===== config.mk =====
export PLATFORM = sky130hd
export DESIGN_NAME = register_file_sb
export DESIGN_NICKNAME = d
export VERILOG_FILES = /design/src/rtl/register_file_sb.sv
export SDC_FILE = /design/constraint.sdc
export NUM_CORES = 2
export LEC_CHECK = 0
export CORE_MARGIN = 8
export CORE_UTILIZATION = 45
export CTS_BUF_LIST = sky130_fd_sc_hd__clkbuf_4 sky130_fd_sc_hd__clkbuf_8
export CTS_CLUSTER_SIZE = 40
export DETAILED_ROUTE_END_ITERATION = 12
export MAX_ROUTING_LAYER = met4
export PLACE_DENSITY_LB_ADDON = 0.2
export RECOVER_POWER = 100
export SYNTH_ARGS = -nofsm -noshare
export SYNTH_HDL_FRONTEND = slang
export SYNTH_SLANG_ARGS = --single-unit

===== constraint.sdc =====
create_clock -name clk -period 64.6 [get_ports clk]
set_clock_uncertainty 0.05 [all_clocks]
set_input_delay 9.69 -clock clk [delete_from_list [all_inputs] [get_ports clk]]
set_output_delay 9.69 -clock clk [all_outputs]
set_load 0.05 [all_outputs]

===== src/rtl/register_file_sb.sv =====
// Two-read/one-write register file with optional hardwired-zero r0, write-to-read
// bypass, and a per-register load-pending scoreboard with a registered count.
module register_file_sb #(
    parameter int XLEN     = 32,
    parameter int NREGS    = 32,
    parameter int ADDR_W   = $clog2(NREGS),
    parameter bit BYPASS   = 1'b1,
    parameter bit ZERO_REG = 1'b1
) (
    input  logic              clk,
    input  logic              rst,
    input  logic              writeEn,
    input  logic [ADDR_W-1:0] writeSel,
    input  logic [XLEN-1:0]   writeData,
    input  logic [ADDR_W-1:0] readSel1,
    output logic [XLEN-1:0]   readData1,
    input  logic [ADDR_W-1:0] readSel2,
    output logic [XLEN-1:0]   readData2,
    input  logic              pendSetEn,
    input  logic [ADDR_W-1:0] pendSetSel,
    output logic              hazard,
    output logic [ADDR_W:0]   pendingCount
);

    logic [XLEN-1:0]  regFile_r [NREGS];
    logic [NREGS-1:0] pending_r;
    logic [NREGS-1:0] pendingNext_s;
    logic [ADDR_W:0]  pendingCount_r;
    logic [ADDR_W:0]  countNext_s;

    logic wr_s;
    logic ps_s;
    logic inc_s;
    logic dec_s;
    logic zero1_s;
    logic zero2_s;
    logic byp1_s;
    logic byp2_s;

    assign wr_s    = writeEn   && !(ZERO_REG && (writeSel   == {ADDR_W{1'b0}}));
    assign ps_s    = pendSetEn && !(ZERO_REG && (pendSetSel == {ADDR_W{1'b0}}));
    assign zero1_s = ZERO_REG && (readSel1 == {ADDR_W{1'b0}});
    assign zero2_s = ZERO_REG && (readSel2 == {ADDR_W{1'b0}});
    assign byp1_s  = BYPASS && wr_s && (writeSel == readSel1);
    assign byp2_s  = BYPASS && wr_s && (writeSel == readSel2);

    assign readData1 = zero1_s ? {XLEN{1'b0}} : (byp1_s ? writeData : regFile_r[readSel1]);
    assign readData2 = zero2_s ? {XLEN{1'b0}} : (byp2_s ? writeData : regFile_r[readSel2]);

    // A register whose data is being bypassed this cycle is no longer a hazard
    assign hazard = (pending_r[readSel1] && !zero1_s && !byp1_s) ||
                    (pending_r[readSel2] && !zero2_s && !byp2_s);

    // Register array storage
    always_ff @(posedge clk or posedge rst) begin
        if (rst) begin
            for (int i = 0; i < NREGS; i++) begin
                regFile_r[i] <= {XLEN{1'b0}};
            end
        end else if (wr_s) begin
            regFile_r[writeSel] <= writeData;
        end
    end

    // Next pending vector: a set on the same register as a retiring write wins
    always_comb begin
        pendingNext_s = pending_r;
        for (int i = 0; i < NREGS; i++) begin
            if (ps_s && (pendSetSel == ADDR_W'(i))) begin
                pendingNext_s[i] = 1'b1;
            end else if (wr_s && (writeSel == ADDR_W'(i))) begin
                pendingNext_s[i] = 1'b0;
            end else begin
                pendingNext_s[i] = pending_r[i];
            end
        end
    end

    assign inc_s = ps_s && !pending_r[pendSetSel];
    assign dec_s = wr_s && pending_r[writeSel] && !(ps_s && (pendSetSel == writeSel));
    assign countNext_s = pendingCount_r + {{ADDR_W{1'b0}}, inc_s} - {{ADDR_W{1'b0}}, dec_s};

    // Scoreboard state and its incrementally maintained popcount
    always_ff @(posedge clk or posedge rst) begin
        if (rst) begin
            pending_r      <= {NREGS{1'b0}};
            pendingCount_r <= {(ADDR_W+1){1'b0}};
        end else begin
            pending_r      <= pendingNext_s;
            pendingCount_r <= countNext_s;
        end
    end

    assign pendingCount = pendingCount_r;

endmodule


; Yosys cells after proc, flatten, opt, wreduce, memory -nomap -nowiden
; Index checks and enable logic that the tools add are counted.
[op_classes]
mux = 85
n_eq_ne = 65
reduce_logical = 122
n_lt_le_gt_ge = 8
add_sub_neg = 2
bitwise_logic = 3
[op_table]
columns = operator, count
row1 = $bwmux W1024, 1
row2 = $bmux W32 S5, 2
row3 = $mux W32, 9
row4 = $demux W32 S5, 1
row5 = $eq A5 B5 Y1 const B, 32
row6 = $eq A5 B4 Y1 const B, 16
row7 = $logic_and A1 B1 Y1, 77
row8 = $mux W1, 68
row9 = $reduce_bool A2 Y1, 32
row10 = $eq A5 B3 Y1 const B, 8
row11 = $lt A5 B6 Y1 const B, 4
row12 = $bmux W1 S5, 4
row13 = $eq A5 B2 Y1 const B, 4
row14 = $logic_not A5 Y1, 4
row15 = $ge A6 B6 Y1 const B, 3
row16 = $not A5 Y6, 3
row17 = $eq A5 B5 Y1, 3
row18 = $eq A5 B1 Y1 const B, 2
row19 = $logic_not A1 Y1, 8
row20 = $add A6 B1 Y6, 1
row21 = $lt A6 B1 Y1 const B, 1
row22 = $sub A6 B1 Y6, 1
row23 = $logic_or A1 B1 Y1, 1
[totals]
register_bits = 1062
wordCells = 350
output_inout_bits = 71

; Logic depth before layout (Yosys ltp)
[logic_depth]
word_depth = 7
depth_mapped = 15
ltp_nobuf = 13

; Least setup slack after synthesis
; Ideal clock, no wire load.
[synth_timing]
kind = in2out
from = input writeSel[1]
to = output hazard
cell_stages = 6
path_buffers = 2
setup_slack_ps = 43027
t_arrival_ps = 11833
path_cell_list = buf_2 -> or4_1 -> o21ai_2 -> o31ai_1 -> clkbuf_1 -> o2111ai_1
[synth_via]
elab_chain_cells = 7
elab_cells_between_ends = 12
[synth_rtl]
columns = element, line_no
row1 = start: declaration, 13  ; input logic [ADDR_W-1:0] writeSel,
row2 = $logic_not A5 Y1, 40  ; assign wr_s = writeEn && !(ZERO_REG && (writeSel == {ADDR_W{1'b0}}));
row3 = $logic_not A1 Y1, 40
row4 = $logic_and A1 B1 Y1, 40
row5 = "$logic_and A1 B1 Y1, on equally long branches", "44, 45"
row6 = "$logic_not A1 Y1, on equally long branches", "51, 52"
row7 = "$logic_and A1 B1 Y1, on equally long branches", "51, 52"
row8 = $logic_or A1 B1 Y1 (*), 51  ; assign hazard = (pending_r[readSel1] && !zero1_s && !byp1_s) ||
row9 = end: declaration, 21  ; output logic hazard,
; Mark *: on every way between the ends. The rest lies on a longest branch, timed or not.

==> results.toml <==
[synth]
synth_nets = 4139
synth_most_common_cell = "dfrtp_1"
synth.area.top_cells = "dfrtp_1 (46%), mux2_2 (20%), mux4_2 (16%)"
synth_warnings = 0
synth_top_family_by_area = "multiplexers"
synth_top_cell_area_share_pct = 45.9
synthCells = 4076
synthAdderAreaFrac_pct = 0.164
synth-xor-area-share_pct = 0.303
synth-simple-area-share_pct = 2.25
synth_compound_area_share_pct = 6.80
ys_top_cells_by_count = "dfrtp_1 (1062), mux2_2 (1003), mux4_2 (424)"
yosysTopAreaCell = "dfrtp_1"
synth_ff_type = "dfrtp_1"
seq_area_frac_synth_pct = 45.9
synth_mux_area_share_pct = 40.8
synthDistinctLibCells = 57
synth_seq_cells = 1062
synth_area_um2 = 57900
synth_edf_count = 0
ys_async_sr_fraction_pct = 100
avgSynthCellArea_um2 = 14.2

[power_and_ir_drop]
vdd_drop_max_uv = 20.7
pwr_density_cell_nw_per_um2 = 31.4
power_leakage_nw = 27.8

[timing]
tightest_slew_ns = 8.31
fin_crit_sh_pct = 47.7
setup_viol = 0
fin_tns_setup_ns = 0
rsz0062_at_grt = "no"
report.final.hold_viol_count = 0
fmax_mhz = 32.4
slew_violations = 2054
worst_slack_ns = 33.76
maxSlewHeadroom_pct = -454
finalCriticalPeriod_ns = 30.84

[worst_setup_path]
crit_arrival_ns = 29.69
worstSetupPathType = "in2async"
worstPathMaxFanout = 155
crit_buf_inv = 7
cp_slowest_cell = "clkbuf_1"
end_kind = "asynchronous set/reset pin"
worstPathRequired_ns = 63.44
critPathLaunchType = "input pin"
crit_top_cell = "clkbuf_1"
cp_cell_sequence = "dlygate4sd3_1 -> clkinvlp_2 -> clkbuf_1 -> clkbuf_1 -> clkbuf_1 -> clkbuf_1 -> clkbuf_1"
crit_family = "buffers and inverters"
slowest_delay_ns = 5.93

[global_routing]
grt.met1_usage_pct = 36.2
grt_pass1_vias = 39900
grt.busiest_layer = "met2"
met3_usage_pct = 6.19
track_usage_pct = 27.2
antenna_found_initial = 4
grt_first_pass_wirelength_um = 277000
grt_overflow = 0
met2_usage_pct = 41.3
grt_start_max_net_pins = 156

[detailed_routing]
first_pass_iters = 6
drc_errors = 0
post_drt_wl_per_cell_um = 32.0
viasPerCell = 6.58
wl_um = 187000
drt_iter0_markers = 3641
vias = 38600
ant_nets = 0

[cts]
holdBufCountCts = 0
root_buffer = "clkbuf_8"
clockBufferDepth = 3
clk_pin_slew_ns = 0.06
cts_num_sinks = 1062
cts_tree = "done"
ctsResizeCount = 0
clock_latency_ns = 0.91
cts_max_level = 4
postCtsSetupBuffers = 0
cts_buffers = 186

[floorplan]
row_count = 131
die_w_um = 375
die_area_um2 = 140000
core_area_um2 = 128000
start_util_pct = 45.3
ioPinCount = 127
die-height_um = 375

[place]
dp_slack_ns = 40.60
post-dp-hpwl_um = 103000
gp_congestion = 0.814
dp.cells = 5518
portBuffers = 126

[final_layout]
syn_to_final_growth_pct = 10.8
drive_above_1_share_pct = 44.6
instances_no_fill = 5858
nets = 4107

[run]
drv_cap = 58

[run_status]
status = "finished with violations"
violations = "max-capacitance violations, max-slew violations"

[hold_path]
min_path_type = "reg2reg"
flip-flops by register name (all words and copies together) (netlist names):
| register | flops |
|---|---|
| regFile_r | 1024 |
| pending_r | 32 |
| pendingCount | 6 |
final timing paths:
| kind | from | end | slack, ns | cells after the start |
|---|---|---|---|---|
| setup / recovery | rst | regFile_r[571] | 33.76 | 7 |
| hold / removal | regFile_r[1009] | regFile_r[1009] | 0.34 | 0 |
| setup reg to reg | pending_r[27] | pendingCount[4] | 61.35 | 13 |
| hold reg to reg | regFile_r[1009] | regFile_r[1009] | 0.34 | 0 |
| max in group clk | writeSel[0] | readData1[10] | 37.41 | 9 |
| min in group asynchronous | rst | regFile_r[963] | 10.29 | 2 |
final cells by class:
type / count / area, um^2
antenna: 3 / 7.51
clock buffer: 311 / 3860
clock inverter: 26 / 206
fill: 11000 / 63600
inverter: 36 / 136
multi-input combinational: 2509 / 29200
sequential: 1062 / 26600
tap: 1662 / 2080
timing repair buffer: 249 / 2030
kinds of logic after synthesis:
kind of cell | after synthesis
AOI/OAI and AO/OA | 529
xor gates and xnor gates | 20
adders and majority gates | 7
buffers and inverters | 505
DFF | 1062
muxes | 1705
and+or+nand+nor | 248
stage by stage:
stage               power [mW]  utilization [%]  hold WS, ns  cell area [um^2]
floorplan                 1.23                -        0.391             57900
global placement          1.34             47.3        0.326             60400
detailed placement        1.36             47.3        0.332             60400
CTS                       2.03             50.5        0.346             64500
global route              2.11             50.2        0.354             64100
finish                    2.02             50.2        0.341             64100
power by group:
group	switching [mW]	internal, mW	total, mW
logic	0.205	0.250	0.455
registers	0.0942	0.795	0.889
clock network	0.291	0.380	0.671
layer usage:
layer / part of all wire, % / wire length [um]
met2: 47 / 87300
met1: 42 / 79300
met3: 7.9 / 14800
met5: 0 / 0
met4: 3.1 / 5830
layout by cell type (no fill, tap or decap), types with 5 or more instances in the layout:
cell / synthesis / layout
a211o_1: 48 / 48
a211oi_1: 66 / 66
a21oi_1: 54 / 54
a221o_1: 43 / 43
a221oi_1: 80 / 80
a22o_1: 9 / 9
a22oi_1: 46 / 46
a31oi_1: 18 / 18
buf_4: 29 / 70
clkbuf_1: 278 / 53
clkbuf_4: 0 / 67
clkbuf_8: 0 / 245
clkdlybuf4s50_1: 0 / 47
clkinv_2: 0 / 13
clkinvlp_4: 0 / 5
dfrtp_1: 1062 / 1062
dlygate4sd3_1: 0 / 71
ha_1: 6 / 6
inv_1: 34 / 33
inv_8: 0 / 5
mux2_2: 1003 / 1003
mux2i_1: 278 / 278
mux4_2: 424 / 424
nand2_1: 43 / 40
nand2b_1: 19 / 18
nand3_1: 10 / 10
nand4_1: 5 / 5
nor2_1: 39 / 36
nor2b_1: 54 / 50
nor3_1: 51 / 50
o21ai_0: 32 / 33
o21bai_1: 30 / 30
o22ai_1: 81 / 81
or2_2: 8 / 8
xnor2_1: 16 / 16
(Power assumes the default switching activity.)
